$ cat src/rtl/psum_pkg.sv
// Shared types and constants for the psum accumulation sequencer.
// The FSM encoding, saturation limits and index-to-byte-address shift live here.
package psum_pkg;

    typedef enum logic [2:0] {
        ST_IDLE,
        ST_RD,
        ST_WAIT,
        ST_WR,
        ST_CLR,
        ST_GNT,
        ST_REL
    } state_t;

    localparam int PSUM_W = 32;
    localparam logic signed [PSUM_W-1:0] SAT_MAX = 32'sh7FFF_FFFF;
    localparam logic signed [PSUM_W-1:0] SAT_MIN = 32'sh8000_0000;

    // psum words are 4 bytes wide, so the word index becomes a byte address by shifting.
    localparam int ADDR_SHIFT = 2;

endpackage

$ cat src/rtl/psum_sat_add.sv
// Combinational saturating signed adder for psum accumulation.
// The sum is formed one bit wider, then clamped when the extra bit disagrees with the sign bit.
module psum_sat_add
    import psum_pkg::*;
#(
    parameter int DATA_WIDTH = 32
) (
    input  logic signed [DATA_WIDTH-1:0] a,
    input  logic signed [DATA_WIDTH-1:0] b,
    output logic signed [DATA_WIDTH-1:0] sum,
    output logic                         ovf
);

    logic signed [DATA_WIDTH:0] wide;

    function automatic logic signed [DATA_WIDTH-1:0] sat(input logic signed [DATA_WIDTH:0] w);
        if (w[DATA_WIDTH] == w[DATA_WIDTH-1]) begin
            return w[DATA_WIDTH-1:0];
        end else if (w[DATA_WIDTH]) begin
            return DATA_WIDTH'(SAT_MIN);
        end else begin
            return DATA_WIDTH'(SAT_MAX);
        end
    endfunction

    assign wide = {a[DATA_WIDTH-1], a} + {b[DATA_WIDTH-1], b};
    assign ovf  = wide[DATA_WIDTH] ^ wide[DATA_WIDTH-1];
    assign sum  = sat(wide);

endmodule

$ cat src/rtl/psum_accum_ctrl.sv
// PL-side sequencer for the psum BRAM mux: read-modify-write accumulation, range clear,
// and arbitration of BRAM ownership between the PL datapath and the PS AXI BRAM controller.
module psum_accum_ctrl
    import psum_pkg::*;
#(
    parameter int DATA_WIDTH = 32,
    parameter int ADDR_WIDTH = 32,
    parameter int NUM_BYTE   = 4,
    parameter int IDX_WIDTH  = 12,
    parameter int RD_LAT     = 1
) (
    input  logic                  clk,
    input  logic                  rst,
    input  logic                  i_psum_vld,
    output logic                  o_psum_rdy,
    input  logic [IDX_WIDTH-1:0]  i_psum_idx,
    input  logic [DATA_WIDTH-1:0] i_psum_dat,
    input  logic                  i_psum_first,
    input  logic                  i_clr_start,
    input  logic [IDX_WIDTH-1:0]  i_clr_len,
    output logic                  o_clr_done,
    input  logic                  i_ps_req,
    output logic                  o_ps_gnt,
    output logic                  o_psenb,
    output logic                  o_busy,
    output logic                  o_sat,
    output logic [ADDR_WIDTH-1:0] mem_addr,
    output logic [DATA_WIDTH-1:0] mem_idat,
    input  logic [DATA_WIDTH-1:0] mem_odat,
    output logic [NUM_BYTE-1:0]   mem_wren,
    output logic                  mem_enb,
    output logic                  mem_rst
);

    state_t                       state, state_nxt;
    logic [IDX_WIDTH-1:0]         idx_p0;
    logic signed [DATA_WIDTH-1:0] dat_p0;
    logic                         first_p0;
    logic [IDX_WIDTH-1:0]         cnt_q, len_q;
    logic [IDX_WIDTH:0]           cnt_inc;
    logic signed [DATA_WIDTH-1:0] acc_sum;
    logic                         acc_ovf;
    logic                         sat_q;
    logic                         psum_fire, clr_go;
    logic                         mem_enb_nxt;
    logic [NUM_BYTE-1:0]          mem_wren_nxt;
    logic [ADDR_WIDTH-1:0]        mem_addr_nxt;
    logic [DATA_WIDTH-1:0]        mem_idat_nxt;

    function automatic logic [ADDR_WIDTH-1:0] byte_addr(input logic [IDX_WIDTH-1:0] idx);
        return ADDR_WIDTH'(idx) << ADDR_SHIFT;
    endfunction

    assign o_psum_rdy = (state == ST_IDLE) && !i_ps_req && !i_clr_start && !rst;
    assign psum_fire  = i_psum_vld && o_psum_rdy;
    assign clr_go     = (state == ST_IDLE) && !i_ps_req && i_clr_start;
    assign cnt_inc    = {1'b0, cnt_q} + (IDX_WIDTH+1)'(1);

    assign o_clr_done = (state == ST_CLR) && (cnt_q == len_q);
    assign o_busy     = (state != ST_IDLE);
    assign o_ps_gnt   = (state == ST_GNT);
    assign o_psenb    = (state == ST_GNT);
    assign o_sat      = sat_q;
    assign mem_rst    = rst;

    psum_sat_add #(.DATA_WIDTH(DATA_WIDTH)) u_sat_add (
        .a   ($signed(mem_odat)),
        .b   (dat_p0),
        .sum (acc_sum),
        .ovf (acc_ovf)
    );

    always_comb begin
        state_nxt = state;
        unique case (state)
            ST_IDLE: begin
                if (i_ps_req)         state_nxt = ST_GNT;
                else if (i_clr_start) state_nxt = ST_CLR;
                else if (psum_fire)   state_nxt = i_psum_first ? ST_WR : ST_RD;
            end
            ST_RD:   state_nxt = (RD_LAT == 2) ? ST_WAIT : ST_WR;
            ST_WAIT: state_nxt = ST_WR;
            ST_WR:   state_nxt = ST_IDLE;
            ST_CLR:  if (cnt_q == len_q) state_nxt = ST_IDLE;
            ST_GNT:  if (!i_ps_req) state_nxt = ST_REL;
            ST_REL:  state_nxt = ST_IDLE;
            default: state_nxt = ST_IDLE;
        endcase
    end

    // Reads and clear writes are loaded on entry so they appear in their own state; the
    // accumulate write needs mem_odat from the WR cycle, so it lands on the bus one cycle later.
    always_comb begin
        mem_enb_nxt  = 1'b0;
        mem_wren_nxt = '0;
        mem_addr_nxt = mem_addr;
        mem_idat_nxt = mem_idat;
        unique case (state)
            ST_IDLE: begin
                if (clr_go) begin
                    if (i_clr_len != '0) begin
                        mem_enb_nxt  = 1'b1;
                        mem_wren_nxt = '1;
                        mem_addr_nxt = '0;
                        mem_idat_nxt = '0;
                    end
                end else if (psum_fire && !i_psum_first) begin
                    mem_enb_nxt  = 1'b1;
                    mem_addr_nxt = byte_addr(i_psum_idx);
                end
            end
            ST_WR: begin
                mem_enb_nxt  = 1'b1;
                mem_wren_nxt = '1;
                mem_addr_nxt = byte_addr(idx_p0);
                mem_idat_nxt = first_p0 ? dat_p0 : acc_sum;
            end
            ST_CLR: begin
                if (cnt_inc < {1'b0, len_q}) begin
                    mem_enb_nxt  = 1'b1;
                    mem_wren_nxt = '1;
                    mem_addr_nxt = byte_addr(cnt_inc[IDX_WIDTH-1:0]);
                    mem_idat_nxt = '0;
                end
            end
            default: ;
        endcase
    end

    // Stage p0: accepted psum held for the duration of its read-modify-write.
    always_ff @(posedge clk) begin
        if (psum_fire) begin
            idx_p0   <= i_psum_idx;
            dat_p0   <= i_psum_dat;
            first_p0 <= i_psum_first;
        end
    end

    always_ff @(posedge clk) begin
        if (rst) begin
            state    <= ST_IDLE;
            cnt_q    <= '0;
            len_q    <= '0;
            sat_q    <= 1'b0;
            mem_enb  <= 1'b0;
            mem_wren <= '0;
            mem_addr <= '0;
            mem_idat <= '0;
        end else begin
            state    <= state_nxt;
            mem_enb  <= mem_enb_nxt;
            mem_wren <= mem_wren_nxt;
            mem_addr <= mem_addr_nxt;
            mem_idat <= mem_idat_nxt;
            if (clr_go) begin
                cnt_q <= '0;
                len_q <= i_clr_len;
            end else if (state == ST_CLR && cnt_q != len_q) begin
                cnt_q <= cnt_q + IDX_WIDTH'(1);
            end
            if (i_clr_start) begin
                sat_q <= 1'b0;
            end else if (state == ST_WR && !first_p0 && acc_ovf) begin
                sat_q <= 1'b1;
            end
        end
    end

endmodule
$ cat config.mk
export PLATFORM = sky130hd
export DESIGN_NAME = psum_accum_ctrl
export DESIGN_NICKNAME = d
export VERILOG_FILES = /design/src/rtl/psum_pkg.sv /design/src/rtl/psum_sat_add.sv /design/src/rtl/psum_accum_ctrl.sv
export SDC_FILE = /design/constraint.sdc
export NUM_CORES = 1
export LEC_CHECK = 0
export CAP_MARGIN = 20
export CORE_ASPECT_RATIO = 1.1
export CORE_MARGIN = 5
export CORE_UTILIZATION = 52
export CTS_CLUSTER_DIAMETER = 40
export CTS_CLUSTER_SIZE = 40
export DETAILED_ROUTE_END_ITERATION = 10
export GPL_TIMING_DRIVEN = 1
export PLACE_DENSITY = 0.83
export SYNTH_ARGS = -nofsm -noshare
export SYNTH_HDL_FRONTEND = slang
export SYNTH_SLANG_ARGS = --single-unit
export TNS_END_PERCENT = 10
$ cat constraint.sdc
create_clock -name clk -period 6.8 [get_ports clk]
set_input_delay 1.02 -clock clk [delete_from_list [all_inputs] [get_ports clk]]
set_output_delay 1.02 -clock clk [all_outputs]
set_load 0.01 [all_outputs]
======== Word-level counts from Yosys, hierarchy flattened ========
Cells that the tools add are included.
Widths: inputs -> output; s select.
word-level totals
  register bits after elaboration ......... 142
  output and inout bits ................... 76
operators by class
  bitwise operators ....................... 1
  equal/unequal tests ..................... 16
  order comparisons ....................... 1
  reductions and logical operators ........ 25
  mux-type cells .......................... 27
  $add $sub $neg .......................... 3
operator list
  cell                   number
  $mux 32                9
  $pmux 32 s3            2
  $add 32x32->33         1
  $mux 3                 5
  $add 12x1->13 const B  1
  $lt 13x12->1           1
  $add 12x1->12 const B  1
  $eq 12x12->1           1
  $mux 4                 3
  $ne 12x12->1           1
  $pmux 3 s4             1
  $pmux 4 s3             1
  $reduce_bool 12->1     1
  $logic_and 1x1->1      10
  $reduce_and 4->1       2
  $eq 3x2->1 const B     2
  $eq 3x3->1 const B     2
  $ne 2x1->1 const B     3
  $ne 3x2->1 const B     2
  $reduce_bool 3->1      2
  $reduce_or 2->1        3
  $logic_not 1->1        5
  $mux 1                 4
  $ne 2x2->1 const B     2
  8 further kinds        8

======== Logic depth before layout (Yosys ltp) ========
  depth in word-level cells ............... 9
  mapped depth ............................ 16
  gate-level depth less buffers ........... 14

======== By module ========
From an unflattened synthesis, not the netlist that was laid out.
unflattened totals
  cells, all modules ...................... 787
  area, all modules ....................... 7728.7 um2
modules (own cells, without submodules)
  module           instances  cells an instance  area an instance (um2)
  psum_accum_ctrl  1          492                5657.9
  psum_sat_add     1          295                2070.7

======== Least setup slack after synthesis ========
No wires, ideal clock.
  kind .................................... input-to-reg
  from .................................... input mem_odat[0]
  to ...................................... register mem_idat[10]
  buffers on the path ..................... 1
  data required time ...................... 6.678 ns
  data arrival time ....................... 3.637 ns
  slack ................................... 3.041 ns
  stages .................................. 12
  library setup time ...................... 0.122 ns
  cells stage by stage .................... ha_1 fa_1 a211oi_1 o21ai_1 o2111a_1 nor3_1 a2111oi_0 o22a_2 o31a_1 buf_6 o211a_1 a221o_1
on the way
  cells in the longest elaborated chain, start to end .. 5
  elaborated cells between the ends (all ways) .. 6
  classes of those cells .................. 1 x add/sub; 1 x eq/ne; 4 x mux
RTL lines
  what                                   RTL line                                text
  from (decl)                            psum_accum_ctrl.sv:29                   input logic [DATA_WIDTH-1:0] mem_odat,
  $add 32x32->33 (*)                     psum_sat_add.sv:26                      assign wide = {a[DATA_WIDTH-1], a} + {b[DATA_WIDTH-1], b};
  $mux 32 or $eq 1x1->1 (tied branches)  psum_sat_add.sv:19, psum_sat_add.sv:17
  $mux 32 (*)                            psum_sat_add.sv:17                      if (w[DATA_WIDTH] == w[DATA_WIDTH-1]) begin
  $mux 32 (*)                            psum_accum_ctrl.sv:116                  mem_idat_nxt = first_p0 ? dat_p0 : acc_sum;
  $pmux 32 s3 (*)                        psum_accum_ctrl.sv:98                   unique case (state)
  to (signal assigned)                   psum_accum_ctrl.sv:154                  mem_idat <= mem_idat_nxt;
  to (decl)                              psum_accum_ctrl.sv:28                   output logic [DATA_WIDTH-1:0] mem_idat,
Mark *: on every way between the ends. The rest lies on a longest branch, timed or not.
A chain may end at the register's enable or synchronous reset.

======== Worst setup path after layout ========
  from .................................... input mem_odat[0]
  to ...................................... register mem_idat[29]
Same word-level chain as after synthesis.

==> results.json <==
{
  "status": "finished clean",
  "cts_buffer_depth": 2,
  "grt_max_degree": 46,
  "drive_gt1_share_pct": 4.82,
  "final_cell_mix": "clkdlybuf4s50_1 (149), dfxtp_1 (74), nand2_1 (73), a21oi_1 (56), nor2_1 (54)",
  "n_fill_cell": 1053,
  "mostFrequentLayoutCell": "clkdlybuf4s50_1",
  "placed_area_um2": 8470,
  "swShare_pct": 34.6,
  "cts_tree": "built",
  "diodes": 0,
  "pwr-share-comb_pct": 32.0,
  "syn_area_per_cell_um2": 9.25,
  "dr.pass1.iters": 5,
  "drv_slew": 0,
  "antenna_found_initial": 0,
  "clkLatencyLatePin_ps": 430,
  "first_iter_violations": 464,
  "worstPathArrival_ps": 4730,
  "wl_um": 19800,
  "overflow": 0,
  "placeableCoreArea_um2": 13300,
  "cts_setup_buffers": 0,
  "fin_nets": 1020,
  "cts-buffers-inserted": 17,
  "synth_seq_cells": 119,
  "htreeDepth": 4,
  "intPower_mw": 1.69,
  "async_flop_share_pct": 0,
  "setup_violations": 0,
  "min_period_ps": 4410,
  "wl_per_cell_um": 18.4,
  "die_x_um": 121,
  "synth_edf_count": 45,
  "yosys_warnings": 0,
  "pre_cts_ws_ps": 1950,
  "cts_root_buf": "clkbuf_16",
  "synth_flop_cell": "dfxtp_1",
  "final_cell_area_um2": 9040,
  "drcViolationCount": 0,
  "vias_per_cell": 5.81,
  "crit_path_start_kind": "input pin",
  "crit_required_ps": 7110,
  "hold_path_class": "flop to flop",
  "worst_slew_pin_slew_ps": 1020,
  "syn_inst": 761,
  "std_cell_rows": 44,
  "switching_power_mw": 0.893,
  "die_area_um2": 16000,
  "p_seq_share_pct": 34.3,
  "first_global_vias": 6104,
  "pwr-share-clk_pct": 33.7,
  "totalNegativeSetupSlack_ps": 0,
  "path_class": "input pin to flop",
  "setup_ws_ps": 2390,
  "hold_viol": 0,
  "maxCapViolations": 0,
  "gp_congestion": 0.964,
  "ant_nets": 0,
  "grt_first_pass_wirelength_um": 31400,
  "grtUsageTotal_pct": 24.7,
  "port_buffers": 149,
  "relSlewSlack_pct": 31.9,
  "die_h_um": 132,
  "yosys.area.top_type": "dfxtp_1",
  "p_leak_nw": 3.57,
  "cts_sinks": 119,
  "max-vdd-ir-drop_uv": 229,
  "worstPathMaxFanout": 16,
  "synth.top_cell.area_share_pct": 21.0,
  "ctsResizeCount": 0,
  "period_share_pct": 64.9,
  "endpoint_kind": "flop",
  "ios": 170,
  "synth_area_um2": 7040,
  "synth_cell_type_count": 61,
  "power.density_nw_per_um2": 286,
  "vias": 6259,
  "post-dp-hpwl_um": 14000,
  "fin_worst_skew_ps": 10.9,
  "synthToLayoutAreaGrowth_pct": 28.4,
  "ctsHoldBuffers": 0,
  "holdWs_ps": 465,
  "start_util_pct": 53.0,
  "synthTopCellsByArea": "dfxtp_1 (21%), edfxtp_1 (19%), ha_1 (8.0%), xor2_1 (5.0%), a21oi_1 (4.0%)",
  "synth.yosys.seq_area_share_pct": 40.2,
  "cts.clk_slew.worst_paths_ps": 60,
  "grt_setup_unrepaired": "false",
  "max_freq_ghz": 0.227
}
-- per-layer routing --
| layer | vias up | track usage (%) | wire length, µm |
|---|---|---|---|
| met2 | 259 | 43.6 | 10100 |
| met5 | - | 0 | 0 |
| li1 | 3004 | - | - |
| met1 | 2951 | 29.3 | 7770 |
| met3 | 45 | 4.85 | 1350 |
| met4 | 0 | 9.82 | 517 |
-- final cells by class --
| cell class | count | area [µm²] | share of cell area [%] |
|---|---|---|---|
| clock buffers | 17 | 425 | 4.71 |
| inverters | 19 | 71.3 | 0.789 |
| flip-flops and latches | 119 | 2830 | 31.3 |
| multi-input cells | 569 | 3800 | 42.1 |
| clock inverters | 15 | 144 | 1.59 |
| repair buffers | 154 | 1530 | 16.9 |
| well taps | 184 | 230 | 2.55 |
-- cell usage after synthesis, types with 4 or more instances --
| master | n |
|---|---|
| o21ai_1 | 7 |
| edfxtp_1 | 45 |
| a211oi_1 | 11 |
| nand4_1 | 11 |
| o21ai_0 | 25 |
| xnor2_1 | 20 |
| nor2_1 | 55 |
| a31oi_1 | 7 |
| a22oi_1 | 4 |
| dfxtp_1 | 74 |
| and3_1 | 8 |
| a21o_1 | 15 |
| nor4_1 | 11 |
| nand2b_1 | 8 |
| inv_1 | 19 |
| a221o_1 | 4 |
| a2bb2oi_1 | 13 |
| nand3_1 | 10 |
| xor2_1 | 40 |
| a211o_1 | 4 |
| buf_4 | 27 |
| buf_2 | 5 |
| a22o_1 | 18 |
| clkbuf_1 | 37 |
| nand2_1 | 73 |
| and2_1 | 5 |
| o31a_1 | 4 |
| ha_1 | 45 |
| o21a_1 | 9 |
| o2bb2ai_1 | 9 |
| o31ai_1 | 4 |
| a21oi_1 | 56 |
| nor2b_1 | 5 |
| a311oi_1 | 4 |
| a222oi_1 | 7 |
| o211ai_1 | 8 |
| nor3_1 | 16 |
-- power groups by stage --
stage / clock (mW) / sequential [mW] / combinational (mW)
finish: 0.870 / 0.885 / 0.828
global route: 0.911 / 0.894 / 0.904
CTS: 0.879 / 0.884 / 0.822
detailed placement: 0 / 0.898 / 0.813
global placement: 0 / 0.896 / 0.802
floorplan: 0 / 0.889 / 0.524
-- registers in the layout, summed over array words and instances, names as in the netlist --
signal and count:
cnt_q 12, first_p0 1, idx_p0 12, mem_addr 12, len_q 12, state 3
mem_wren 1, mem_idat 32, o_sat 1, mem_enb 1, dat_p0 32
-- final timing paths --
kind	end	depth (start not counted)	slack (ps)	startpoint
worst min register to register	mem_idat[26]	1	460	mem_idat[26]
worst max-delay path	mem_idat[29]	12	2390	mem_odat[0]
worst max register to register	mem_idat[29]	11	2990	dat_p0[0]
worst min-delay path	mem_idat[26]	1	460	mem_idat[26]
-- stage by stage --
step	cells	power [mW]	utilization, %
finish	1077	2.58	68.1
global route	1077	2.71	68.1
CTS	1077	2.59	68.1
detailed placement	1045	1.71	63.8
global placement	1045	1.70	63.8
floorplan	780	1.41	-
-- worst max-delay path, cell delays in order --
cell	delay (ps)
clkdlybuf4s50_1	410
ha_1	230
fa_1	430
a211oi_1	220
o21ai_1	180
o2111a_1	290
nor3_1	330
a2111oi_0	170
o22a_2	280
a21oi_2	750
nand3_1	140
a32o_1	290
-- cells by family after synthesis --
| family | count (synthesis) | synth area share, % |
|---|---|---|
| adder cells (fa/ha/maj) | 46 | 8.28 |
| buffers and inverters | 92 | 6.76 |
| XOR/XNOR | 60 | 7.47 |
| AO/OA/AOI/OAI | 230 | 23.0 |
| flip-flops | 119 | 40.2 |
| multiplexers | 2 | 0.284 |
| AND/OR/NAND/NOR | 211 | 13.9 |
| other | 1 | 0.0533 |
Note: power is estimated with default switching activity, not from simulation.
